## src/rtl/pixel_packer_pkg.sv

```systemverilog
// Shared defaults, load-kind encoding and width helpers for the pixel word packer.
// Pure declarations: no logic, no latency, no flow control.
package pixel_packer_pkg;

    localparam int DEF_IN_W  = 32;
    localparam int DEF_RATIO = 4;
    localparam int DEF_NCH   = 2;

    // What the output register does on the coming edge.
    typedef enum logic [1:0] {
        LD_NONE  = 2'd0,
        LD_FULL  = 2'd1,
        LD_FLUSH = 2'd2,
        LD_DROP  = 2'd3
    } load_e;

    // Width of out_beats: must hold the value RATIO itself.
    function automatic int beat_cnt_w(input int ratio);
        return $clog2(ratio) + 1;
    endfunction

    // Width of the lane index 0..RATIO-1.
    function automatic int lane_idx_w(input int ratio);
        return (ratio > 1) ? $clog2(ratio) : 1;
    endfunction

endpackage

```

## src/rtl/packer_lane.sv

```systemverilog
// One channel of the packer: lane accumulator plus packed output register.
// Latency: output register loads on the edge the controller asks for; no own backpressure.
// Backpressure: none locally, write/load/clear strobes come from the shared controller.
module packer_lane
    import pixel_packer_pkg::*;
#(
    parameter int IN_W  = DEF_IN_W,
    parameter int RATIO = DEF_RATIO,
    parameter int CW    = lane_idx_w(DEF_RATIO)
) (
    input  logic                  clk,
    input  logic                  aresetn,
    input  logic [IN_W-1:0]       in_dat,
    input  logic                  wr_en,
    input  logic [CW-1:0]         wr_idx,
    input  logic                  load_out,
    input  logic                  acc_clr,
    output logic [IN_W*RATIO-1:0] out_dat
);

    localparam int WW = IN_W * RATIO;

    logic [WW-1:0] acc_q;
    logic [WW-1:0] acc_d;
    logic [WW-1:0] acc_wr;
    logic [WW-1:0] word_q;
    logic [WW-1:0] word_d;

    always_comb begin
        acc_wr = acc_q;
        for (int k = 0; k < RATIO; k++) begin
            if (wr_en && (wr_idx == CW'(k))) begin
                acc_wr[k*IN_W +: IN_W] = in_dat;
            end
        end
        // The completing beat is folded in before the word is captured.
        word_d = load_out ? acc_wr : word_q;
        // Clearing on every word start keeps the not-yet-written lanes at zero.
        acc_d  = acc_clr ? '0 : acc_wr;
    end

    always_ff @(posedge clk or negedge aresetn) begin
        if (!aresetn) begin
            acc_q  <= '0;
            word_q <= '0;
        end else begin
            acc_q  <= acc_d;
            word_q <= word_d;
        end
    end

    assign out_dat = word_q;

endmodule

```

## src/rtl/pixel_word_packer.sv

```systemverilog
// Packs RATIO narrow beats per channel into one wide word, NCH channels in lock-step.
// Latency: 1 cycle from the completing beat to out_valid; one beat per cycle sustained.
// Backpressure: in_ready drops only when the last lane is due and the output is stalled.
// Optional partial-word flush port enabled by macro PIXEL_PACKER_FLUSH_EN.
module pixel_word_packer
    import pixel_packer_pkg::*;
#(
    parameter int IN_W  = DEF_IN_W,
    parameter int RATIO = DEF_RATIO,
    parameter int NCH   = DEF_NCH
) (
    input  logic                      clk,
    input  logic                      aresetn,
    input  logic [NCH*IN_W-1:0]       in_data,
    input  logic                      in_valid,
    output logic                      in_ready,
    output logic [NCH*IN_W*RATIO-1:0] out_data,
    output logic                      out_valid,
    input  logic                      out_ready,
`ifdef PIXEL_PACKER_FLUSH_EN
    input  logic                      flush,
`endif
    output logic [$clog2(RATIO):0]    out_beats
);

    localparam int            CW       = lane_idx_w(RATIO);
    localparam int            BW       = beat_cnt_w(RATIO);
    localparam logic [CW-1:0] LAST_IDX = CW'(RATIO - 1);

    logic [CW-1:0] beat_cnt_q;
    logic [CW-1:0] beat_cnt_d;
    logic          out_valid_q;
    logic          out_valid_d;
    logic [BW-1:0] out_beats_q;
    logic [BW-1:0] out_beats_d;
    logic          flush_pend_q;
    logic          flush_pend_d;

    logic          flush_req;
    logic          out_free;
    logic          beat_acc;
    logic          lane_load;
    load_e         ld_kind;

`ifdef PIXEL_PACKER_FLUSH_EN
    assign flush_req = flush;
`else
    assign flush_req = 1'b0;
`endif

    always_comb begin
        out_free = !out_valid_q || out_ready;
        // A pending flush blocks new beats until the partial word has left.
        in_ready = ((beat_cnt_q != LAST_IDX) || out_free) && !flush_pend_q;
        beat_acc = in_valid && in_ready;

        ld_kind = LD_NONE;
        if (beat_acc && (beat_cnt_q == LAST_IDX)) begin
            ld_kind = LD_FULL;
        end else if (flush_pend_q && (beat_cnt_q == '0)) begin
            ld_kind = LD_DROP;
        end else if (flush_pend_q && out_free) begin
            ld_kind = LD_FLUSH;
        end

        lane_load = (ld_kind == LD_FULL) || (ld_kind == LD_FLUSH);

        beat_cnt_d = beat_cnt_q;
        if (lane_load) begin
            beat_cnt_d = '0;
        end else if (beat_acc) begin
            beat_cnt_d = beat_cnt_q + 1'b1;
        end

        out_valid_d = out_valid_q;
        out_beats_d = out_beats_q;
        if (lane_load) begin
            out_valid_d = 1'b1;
            out_beats_d = (ld_kind == LD_FULL) ? BW'(RATIO) : BW'(beat_cnt_q);
        end else if (out_valid_q && out_ready) begin
            out_valid_d = 1'b0;
        end

        flush_pend_d = flush_pend_q;
        if ((ld_kind == LD_FLUSH) || (ld_kind == LD_DROP)) begin
            flush_pend_d = 1'b0;
        end
        if (flush_req) begin
            flush_pend_d = 1'b1;
        end
    end

    always_ff @(posedge clk or negedge aresetn) begin
        if (!aresetn) begin
            beat_cnt_q   <= '0;
            out_valid_q  <= 1'b0;
            out_beats_q  <= '0;
            flush_pend_q <= 1'b0;
        end else begin
            beat_cnt_q   <= beat_cnt_d;
            out_valid_q  <= out_valid_d;
            out_beats_q  <= out_beats_d;
            flush_pend_q <= flush_pend_d;
        end
    end

    // Every channel shares the same beat index and strobes, so lanes never diverge.
    for (genvar c = 0; c < NCH; c++) begin : g_lane
        packer_lane #(
            .IN_W  (IN_W),
            .RATIO (RATIO),
            .CW    (CW)
        ) u_lane (
            .clk      (clk),
            .aresetn  (aresetn),
            .in_dat   (in_data[c*IN_W +: IN_W]),
            .wr_en    (beat_acc),
            .wr_idx   (beat_cnt_q),
            .load_out (lane_load),
            .acc_clr  (lane_load),
            .out_dat  (out_data[c*IN_W*RATIO +: IN_W*RATIO])
        );
    end

    assign out_valid = out_valid_q;
    assign out_beats = out_beats_q;

endmodule

```

## config.mk

```make
export PLATFORM = sky130hd
export DESIGN_NAME = pixel_word_packer
export DESIGN_NICKNAME = d
export VERILOG_FILES = /design/src/rtl/pixel_packer_pkg.sv /design/src/rtl/packer_lane.sv /design/src/rtl/pixel_word_packer.sv
export SDC_FILE = /design/constraint.sdc
export NUM_CORES = 1
export LEC_CHECK = 0
export CORE_ASPECT_RATIO = 0.6
export CORE_UTILIZATION = 53
export DETAILED_ROUTE_END_ITERATION = 7
export PLACE_DENSITY = 0.8
export SETUP_SLACK_MARGIN = 0.1
export SLEW_MARGIN = 0
export SYNTH_ARGS = -nofsm -noshare
export SYNTH_HDL_FRONTEND = slang
export SYNTH_HIERARCHICAL = 1
export SYNTH_SLANG_ARGS = --single-unit
```

## constraint.sdc

```tcl
create_clock -name clk -period 2.56 [get_ports clk]
set_clock_uncertainty 0.1 [all_clocks]
set_input_delay 0.512 -clock clk [delete_from_list [all_inputs] [get_ports clk]]
set_output_delay 0.512 -clock clk [all_outputs]
set_load 0.02 [all_outputs]
```

-- After elaboration in Yosys (flattened, before gate mapping)
Cells that the tools add are included.
- add/subtract/negate cells: 1
- eq/ne operators: 6
- muxes and demuxes: 16
- reductions and logical operators: 13
- operator list (operator ; number):
    128-bit 2-to-1 mux ; 2
    32-bit 2-to-1 mux ; 8
    2-bit equality test, second input constant ; 3
    1-bit logical AND ; 6
    2-bit by 1-bit equality test with 1-bit output, second input constant ; 2
    2-bit 2-to-1 mux ; 2
    2-bit nonzero test ; 2
    1-bit logical OR ; 3
    1-bit 2-to-1 mux ; 3
    3-bit 2-to-1 mux ; 1
    2-bit by 1-bit adder with 2-bit output, second input constant ; 1
    2-bit zero test ; 1
    2-bit inequality test, second input constant ; 1
    1-bit zero test ; 1
- flip-flop bits (word level): 518
- input port bits: 68
- output and inout port bits: 261
- word-level logic and storage cells: 43

-- Logic depth before layout (Yosys ltp)
Gate-level depths: netlist of run 1.
- depth after elaboration: 9
- gate-level depth with buffers: 9
- depth with buffers taken out: 7

-- By module
Netlist of run 1, hierarchy kept.
- by module, submodules not included (module ; instances ; cells an instance ; area each (um^2) ; seq. area each (um^2)):
    packer_lane ; 2 ; 829 ; 9569.2 ; 6406.1
    pixel_word_packer ; 1 ; 27 ; 291.5 ; 150.1

-- Worst setup path after synthesis of run 1
OpenSTA, ideal clock, no wires.
- path kind: register to register
- start: register beat_cnt_q[0]
- end: register g_lane[0].u_lane.word_q[2]
- setup time: 137 ps
- arrival: 2257 ps
- required time: 2323 ps
- slack: 66 ps
- stages on the path, launching flop included: 10
- buffers on the path: 2
- clock period less this slack: 2494 ps
- path through: dfrtp_1 > ha_1 > and3b_4 > inv_1 > and2_1 > or3b_1 > buf_2 > buf_6 > mux2i_1 > a21oi_1
- cells in the longest elaborated chain, start to end: 7
- elaborated cells between the ends (all ways): 12
- those cells by class: eq/ne (4); mux (2); reduce/logical (6)
- ends and longest elaborated chain (element ; line ; RTL):
    start, declared ; pixel_word_packer.sv:30 ; logic [CW-1:0] beat_cnt_q;
    start signal, assigned ; pixel_word_packer.sv:100 ; beat_cnt_q <= beat_cnt_d;
    2-bit inequality test (*) ; pixel_word_packer.sv:54 ; in_ready = ((beat_cnt_q != LAST_IDX) || out_free) && !flush_pend_q;
    1-bit logical OR (*) ; pixel_word_packer.sv:54 ;
    named net in_ready ; pixel_word_packer.sv:16 ; output logic in_ready,
    1-bit logical AND (*) ; pixel_word_packer.sv:55 ; beat_acc = in_valid && in_ready;
    named net beat_acc ; pixel_word_packer.sv:41 ; logic beat_acc;
    1-bit logical AND ; pixel_word_packer.sv:58 ; if (beat_acc && (beat_cnt_q == LAST_IDX)) begin
    1-bit 2-to-1 mux ; pixel_word_packer.sv:58 ;
    2-bit by 1-bit equality test with 1-bit output or 2-bit equality test (tied branches) ; - ;
    1-bit logical OR ; pixel_word_packer.sv:66 ; lane_load = (ld_kind == LD_FULL) || (ld_kind == LD_FLUSH);
    end signal, assigned ; packer_lane.sv:48 ; word_q <= word_d;
    end, declared ; packer_lane.sv:26 ; logic [WW-1:0] word_q;
The timed path passes the listed nets; every way through them passes the cells marked *.
A chain may end at the register's enable or synchronous reset.

-- Final worst setup path of run 1
- start: register beat_cnt_q[0]
- end: register g_lane[1].u_lane.word_q[2]
- cells in the longest elaborated chain, start to end: 7
- elaborated cells between the ends (all ways): 12
- those cells by class: eq/ne (4); mux (2); reduce/logical (6)
- ends and longest elaborated chain (element ; line):
    2-bit inequality test (*) ; pixel_word_packer.sv:54
    1-bit logical OR (*) ; pixel_word_packer.sv:54
    1-bit logical AND (*) ; pixel_word_packer.sv:55
    named net beat_acc ; pixel_word_packer.sv:41
    1-bit logical AND ; pixel_word_packer.sv:58
    1-bit 2-to-1 mux ; pixel_word_packer.sv:58
    2-bit by 1-bit equality test with 1-bit output or 2-bit equality test (tied branches) ; -
    1-bit logical OR ; pixel_word_packer.sv:66
    end signal, assigned ; packer_lane.sv:48
    end, declared ; packer_lane.sv:26
Marked as above.

==> metrics.md, run 1 <==
| Metric | Value |
|---|---|
| Met1 GRT Util | 36.6% |
| Largest cells by area after synthesis | dfrtp_1 (67%), mux2i_1 (13%), nor2_1 (9.9%), a21oi_1 (6.6%), clkbuf_1 (1.6%) |
| TritonCTS buffer count | 46 |
| Complex-gate fraction of the synthesized area | 6.79% |
| Area grow syn2layout | 31.1% |
| Worst Setup Start Kind | register |
| Yosys warnings | 6 |
| Fmax | 0.426 GHz |
| Total congestion overflow | 0 |
| GR Util All Layers | 26.0% |
| Die ar. | 37500 um^2 |
| Sw Ratio | 36.8% |
| PD cells | 1420 nW/um^2 |
| DP HPWL | 33500 um |
| Routed len/inst | between 15 and 20 um |
| Cell Int Power | 22.9 mW |
| Final critical-path share of the clock period | 91.6% |
| Clock sink total | 518 |
| Post-synth ARST share | 100% |
| Status | complete, no violations |
| Slew margin rel. | 68.3% |
| First-pass GRT wire length | 75700 um |
| Drt first pass iters | 5 |
| Post-DRT Antenna Nets | 0 |
| TritonCTS clock tree | done |
| Synth area leader | dfrtp_1 |
| Nets | approximately 2100 |
| Total Power | 36.2 mW |
| Most common cell in the synthesized netlist | dfrtp_1 |
| Synth top cells by count | dfrtp_1 (518), nor2_1 (512), a21oi_1 (256), mux2i_1 (256), clkbuf_1 (84) |
| Reg power frac | approximately 39% |
| Final Hold Vio Count | 0 |
| Yosys cell types | 26 |
| Post-route DRC violation count | 0 |
| Post-Synth Adder-Cell Area | less than 1% |
| Setup crit end kind | register |
| P_sw | about 13 mW |
| Slew Viols, Final | 0 |
| XOR/XNOR Fraction of Synth Area | 0% |
| Cell area after layout | 25500 um^2 |
| Simple-gate share of the synthesized area | 10.6% |
| # port buffers | 328 |
| Vias in the first global route | 13800 |
| Total Wirelength | ~50000 um |
| Met3 Resource Use GR | around 4.5% |
| Ys flop type | dfrtp_1 |
| Largest family of logic cells by synthesized area | multiplexers |
| DP Area | 23800 um^2 |
| Number of synthesized flops with an enable pin | 0 |
| Num rows | 53 |
| Avg Inst Size Synth | 11.5 um^2 |
| Seq/Total Area, Yosys | around 67% |
| Max_cap viols | 0 |
| Crit path DAT | 2660 ps |
| Least-Margin Pin Slew | 476 ps |
| RSZ-0062 raised after global routing | false |
| Placer Congestion | 0.803 |
| Clk pin slew, worst setup/hold paths | 70 ps |
| Share of post-route cells with drive strength above 1 | 8.37% |
| VDD IR max | about 0.00086 V |
| Root Driver | clkbuf_16 |
| Mux contribution to synthesized area | 13.2% |
| Yosys reg bits | 518 |
| Largest net degree at the start of global routing | 92 |
| Iter 0 DRT Violations | 855 |
| Antenna violations before repair | 1 |
| Routed vias/inst | roughly 5.4 |
| Min-delay worst type | in -> async |
| Type of the worst setup path | reg -> reg |
| Core ar. | 35500 um^2 |
| Tmin final | around 2300 ps |
| Gate power share | 41.2% |
| Clock buffer depth | 3 |
| Height of the die | around 150 um |
| Clk_lat worst skew | 540 ps |
| Vias post-DR | ~14000 |
| Final setup vio count | 0 |
| CP Data Required Time | 2880 ps |
| GRT Max-Usage Layer | met2 |
| I/O Pins | 329 |
| Met2 Use GR | between 40 and 50% |
| CTS H-Tree Depth | 2 |
| Initial core utilization | 54.7% |
| Post-Syn Nets | around 1800 |
| Synth top area share | 66.7% |
| Cells after Synth | between 1500 and 2000 |
| Leak | ~13 nW |
| Post-CTS setup buffers | 0 |
| Post-Syn Area | 19400 um^2 |
| Clock share of power | 20.3% |
| Die width | roughly 250 um |
| Crit Path Max Fanout | 15 |
## cell usage in the layout, fill, tap and decap left out, types with 2 or more instances in the layout
master,count
clkinv_2,10
clkbuf_8,8
clkbuf_1,7
clkinv_4,2
clkdlybuf4s50_1,326
bufinv_16,7
mux2i_1,253
clkbuf_16,47
a21oi_1,256
mux2i_2,3
dfrtp_1,518
buf_4,50
nand3_2,2
clkinvlp_4,3
a31oi_1,2
or3b_2,2
nor2_1,512
inv_1,3
buf_12,32
nand2_1,3
nand3b_1,4
## layer usage
layer	routed length [um]	up-vias
li1	-	6309
met1	21900	6948
met2	23200	314
met3	2120	86
met4	1460	0
met5	0	-
## worst max-delay path, stage by stage, from the launching register on
cell and delay [ps]:
dfrtp_1 380, ha_1 210, and3b_4 200, inv_1 70
and2_4 160, or3b_2 520, buf_6 220, mux2i_2 240
a21oi_1 120
## what timing repair did
item                                    4_1_cts  5_1_grt
resized for setup                             0        4
hold buffers                                  1        0
endpoints found under the setup margin        0        7
hold endpoints to repair                     46        0
## per-stage QoR
stage / hold WS [ps] / worst slack [ps] / TNS, ps / utilization [%] / cells
final: 383 / 214 / 0 / 71.7 / 2534
after global routing: 383 / 120 / 0 / 71.7 / 2534
after CTS: 361 / 109 / 0 / 71.6 / 2533
after detailed placement: 357 / -268 / -44460 / 67.0 / 2447
after global placement: 356 / -204 / -28380 / 67.0 / 2447
after floorplan: 116 / 126 / 0 / - / 1685
## layout make-up
type	instances	area [um^2]
Clock buffer	62	1310
Sequential cell	518	13000
Multi-Input combinational cell	1049	5980
Fill cell	2406	10100
Tap cell	467	584
Timing Repair Buffer	411	4320
Clock inverter	23	309
Inverter	3	11.3
Antenna cell	1	2.50
## final timing paths
kind / startpoint / end / slack [ps] / depth (start not counted)
setup / recovery: beat_cnt_q[0]$_DFFE_PN0P_ / g_lane[1].u_lane/out_dat[2]$_DFFE_PN0P_ / 210 / 8
hold / removal: aresetn / g_lane[0].u_lane/acc_q[89]$_DFF_PN0_ / 380 / 2
setup reg to reg: beat_cnt_q[0]$_DFFE_PN0P_ / g_lane[1].u_lane/out_dat[2]$_DFFE_PN0P_ / 210 / 8
hold reg to reg: out_beats[2]$_DFFE_PN0P_ / out_beats[2]$_DFFE_PN0P_ / 400 / 1
max in group asynchronous: aresetn / g_lane[0].u_lane/acc_q[72]$_DFF_PN0_ / 1140 / 3
min in group clk: out_beats[2]$_DFFE_PN0P_ / out_beats[2]$_DFFE_PN0P_ / 400 / 1
## cells by family (layout without fill, tap and decap cells)
logic type / Yosys count / count (layout)
buf+inv: 118 / 499
flops: 518 / 518
mux: 256 / 256
simple gates: 531 / 531
compound gates: 261 / 261
other cells: 0 / 1
fa+ha+maj: 1 / 1
## sequential cells by signal, indices dropped and copies added, names as in the netlist
signal / flops
g_lane.u_lane/out_dat: 256
g_lane.u_lane/acc_q: 256
out_valid: 1
out_beats: 3
beat_cnt_q: 2
## power by group through the flow
stage	clock network, mW	logic (mW)	registers, mW
after floorplan	0	5.54	16.2
after CTS	7.48	15.0	14.0
after global routing	7.82	16.1	14.3
final	7.34	14.9	13.9
after detailed placement	0	14.9	14.0
after global placement	0	14.4	13.9
(Power assumes the default switching activity.)
==> run 2: changes to the inputs <==
--- a/config.mk
+++ b/config.mk
@@ -6,9 +6,9 @@
 export NUM_CORES = 1
 export LEC_CHECK = 0
 export CORE_ASPECT_RATIO = 0.6
-export CORE_UTILIZATION = 53
+export CORE_UTILIZATION = 33
+export CTS_BUF_LIST = sky130_fd_sc_hd__clkbuf_4 sky130_fd_sc_hd__clkbuf_8 sky130_fd_sc_hd__clkbuf_16
 export DETAILED_ROUTE_END_ITERATION = 7
-export PLACE_DENSITY = 0.8
 export SETUP_SLACK_MARGIN = 0.1
 export SLEW_MARGIN = 0
 export SYNTH_ARGS = -nofsm -noshare
==> run 2 against run 1 <==
Against the previous run: the flow now finishes with violations (DRC); final cell count is 12% higher; routed wire length is 4.0% higher; flip-flop and latch count stayed put; largest power group unchanged; highest routed layer unchanged.
==> metrics.md, run 2 (same netlist as run 1, synthesis figures left out) <==
| Metric | Value |
|---|---|
| Worst r2r src | beat_cnt_q[0]$_DFFE_PN0P_ |
| RSZ-0062 raised after global routing | true |
| Leak | 13.1 nW (+0.63%) |
| Die ar. | 59900 um^2 (+60%) |
| Min-delay worst type | in -> async |
| Violated checks | DRC |
| # port buffers | 328 (unchanged) |
| DP HPWL | 35100 um (+4.6%) |
| Num rows | 68 (+28%) |
| Routed len/inst | 17.8 um (-7.1%) |
| Crit path DAT | 2740 ps (+80 ps) |
| Gate power share | 40.5% (-0.7 points) |
| Type of the worst setup path | reg -> reg |
| GR Util All Layers | 17.0% (-9.0 points) |
| Iter 0 DRT Violations | 852 (-0.35%) |
| Height of the die | 190 um (+26%) |
| TritonCTS buffer count | 49 (+6.5%) |
| TritonCTS clock tree | done |
| Dpl ws | -220 ps (+47.7 ps) |
| Initial core utilization | 33.6% (-21 points) |
| Core ar. | 57900 um^2 (+63%) |
| CP Data Required Time | 2920 ps (+40 ps) |
| Drt first pass iters | 8 (+3) |
| Fin worst setup slack | 179 ps (-35.5 ps) |
| Routed vias/inst | 4.71 (-13%) |
| Clock sink total | 518 (unchanged) |
| Placer Congestion | 0.792 (-1.4%) |
| N_diodes | 0 (-1) |
| Antenna violations before repair | 0 (-1) |
| P_sw | 13.3 mW (about the same) |
| Tmin final | 2380 ps (+35.5 ps) |
| PD cells | 1410 nW/um^2 (-0.60%) |
| I/O Pins | 329 (unchanged) |
| Root Driver | clkbuf_16 |
| Final critical-path share of the clock period | 93.0% (+1.4 points) |
| Clock buffer depth | 3 (unchanged) |
| First-pass GRT wire length | 78800 um (+4.1%) |
| Total Wirelength | 50600 um (+4.0%) |
| CTS H-Tree Depth | 2 (unchanged) |
| Share of post-route cells with drive strength above 1 | 8.76% (+0.38 points) |
| Slew margin rel. | 69.7% (+1.5 points) |
| Post-route DRC violation count | 5 (+5) |
| Crit Path Max Fanout | 32 (+17) |
| Total congestion overflow | 0 (unchanged) |
| Vias post-DR | 13400 (-2.2%) |
| Fmax | 0.420 GHz (-1.5%) |
| Clk pin slew, worst setup/hold paths | 60 ps (about the same) |
| Post-DRT Antenna Nets | 0 (unchanged) |
| Final setup vio count | 0 (unchanged) |
| Setup crit start | beat_cnt_q[0]$_DFFE_PN0P_ |
| Status | finished, violations left |
| Area grow syn2layout | 33.6% |
| VDD IR max | 0.000633 V (-26%) |
| Setup TNS | 0 ps (unchanged) |
| Sw Ratio | 36.3% (-0.48 points) |
| Reg power frac | 37.9% (-0.6 points) |
| Largest net degree at the start of global routing | 76 (-17%) |
| Cell Int Power | 23.4 mW (+2.0%) |
| Clk_lat worst skew | 590 ps (+50 ps) |
| Total Power | 36.7 mW (+1.3%) |
| Die width | 315 um (+27%) |
| Nets | 2097 (-0.048%) |
| Leading cell types in the layout, fill and taps excluded | dfrtp_1 (518), nor2_1 (512), clkdlybuf4s50_1 (326) |
| Least-Margin Pin Slew | 454 ps (-22.2 ps) |
| Clock share of power | 21.6% (+1.3 points) |
| Final Hold Vio Count | 0 (unchanged) |
| Max_cap viols | 0 (unchanged) |
| Worst Setup Start Kind | register |
| Slew Viols, Final | 0 (unchanged) |
| Vias in the first global route | 13200 (-4.1%) |
| Setup crit end kind | register |
| Most common cell after layout, fill and taps aside | dfrtp_1 |
run 2: worst paths after layout:
path	end	slack [ps]	cells after the start
worst max-delay path	g_lane[0].u_lane/out_dat[27]$_DFFE_PN0P_	180	8
worst min-delay path	g_lane[0].u_lane/out_dat[10]$_DFFE_PN0P_	340	2
worst max register to register	g_lane[0].u_lane/out_dat[27]$_DFFE_PN0P_	180	8
worst min register to register	g_lane[0].u_lane/acc_q[77]$_DFF_PN0_	410	2
max in group asynchronous	g_lane[1].u_lane/out_dat[4]$_DFFE_PN0P_	1100	4
min in group clk	g_lane[0].u_lane/acc_q[77]$_DFF_PN0_	410	2
run 2: final cells by class:
cell class / count / area [um^2]
tap: 770 / 963
timing repair buffer: 407 / 4260
fill: 5331 / 31900
clock inverter: 18 / 278
multi-input combinational: 1049 / 5980
sequential: 518 / 13000
inverter: 3 / 11.3
clock buffer: 72 / 1500
run 2: power by group through the flow:
| stage | Sequential, mW | Clock [mW] | Combinational (mW) |
|---|---|---|---|
| floorplan | 16.2 | 0 | 5.54 |
| global placement | 13.9 | 0 | 14.7 |
| detailed placement | 14.0 | 0 | 15.0 |
| CTS | 13.9 | 8.19 | 15.0 |
| global route | 14.3 | 8.54 | 16.1 |
| finish | 13.9 | 7.93 | 14.9 |
run 2: per-stage QoR:
stage               util (%)  cells  cell area [um^2]  hold slack [ps]
global placement        41.7   2746             24200              353
global route            44.9   2837             26000              340
floorplan                  -   1685             19400              116
detailed placement      41.7   2746             24200              357
finish                  44.9   2837             26000              337
CTS                     44.8   2837             25900              305
run 2: critical path, stage by stage (launching register included):
cell and delay [ps]:
dfrtp_1 380, ha_1 230, and3b_4 200, inv_1 70
and2_4 180, or3b_2 480, buf_12 220, mux2i_1 270
a21oi_1 110
run 2: what timing repair did:
action	4_1_cts	5_1_grt
hold endpoints to repair	40	0
hold buffers	1	0
buffers inserted	0	0
endpoints found under the setup margin	0	3
gates resized for setup	0	3
run 2: layer usage:
metal | wire length [um] | GRT usage (%)
met5 | 0 | 0
met3 | 1970 | 3.30
met2 | 22600 | 24.8
met1 | 25200 | 25.6
met4 | 931 | 4.57
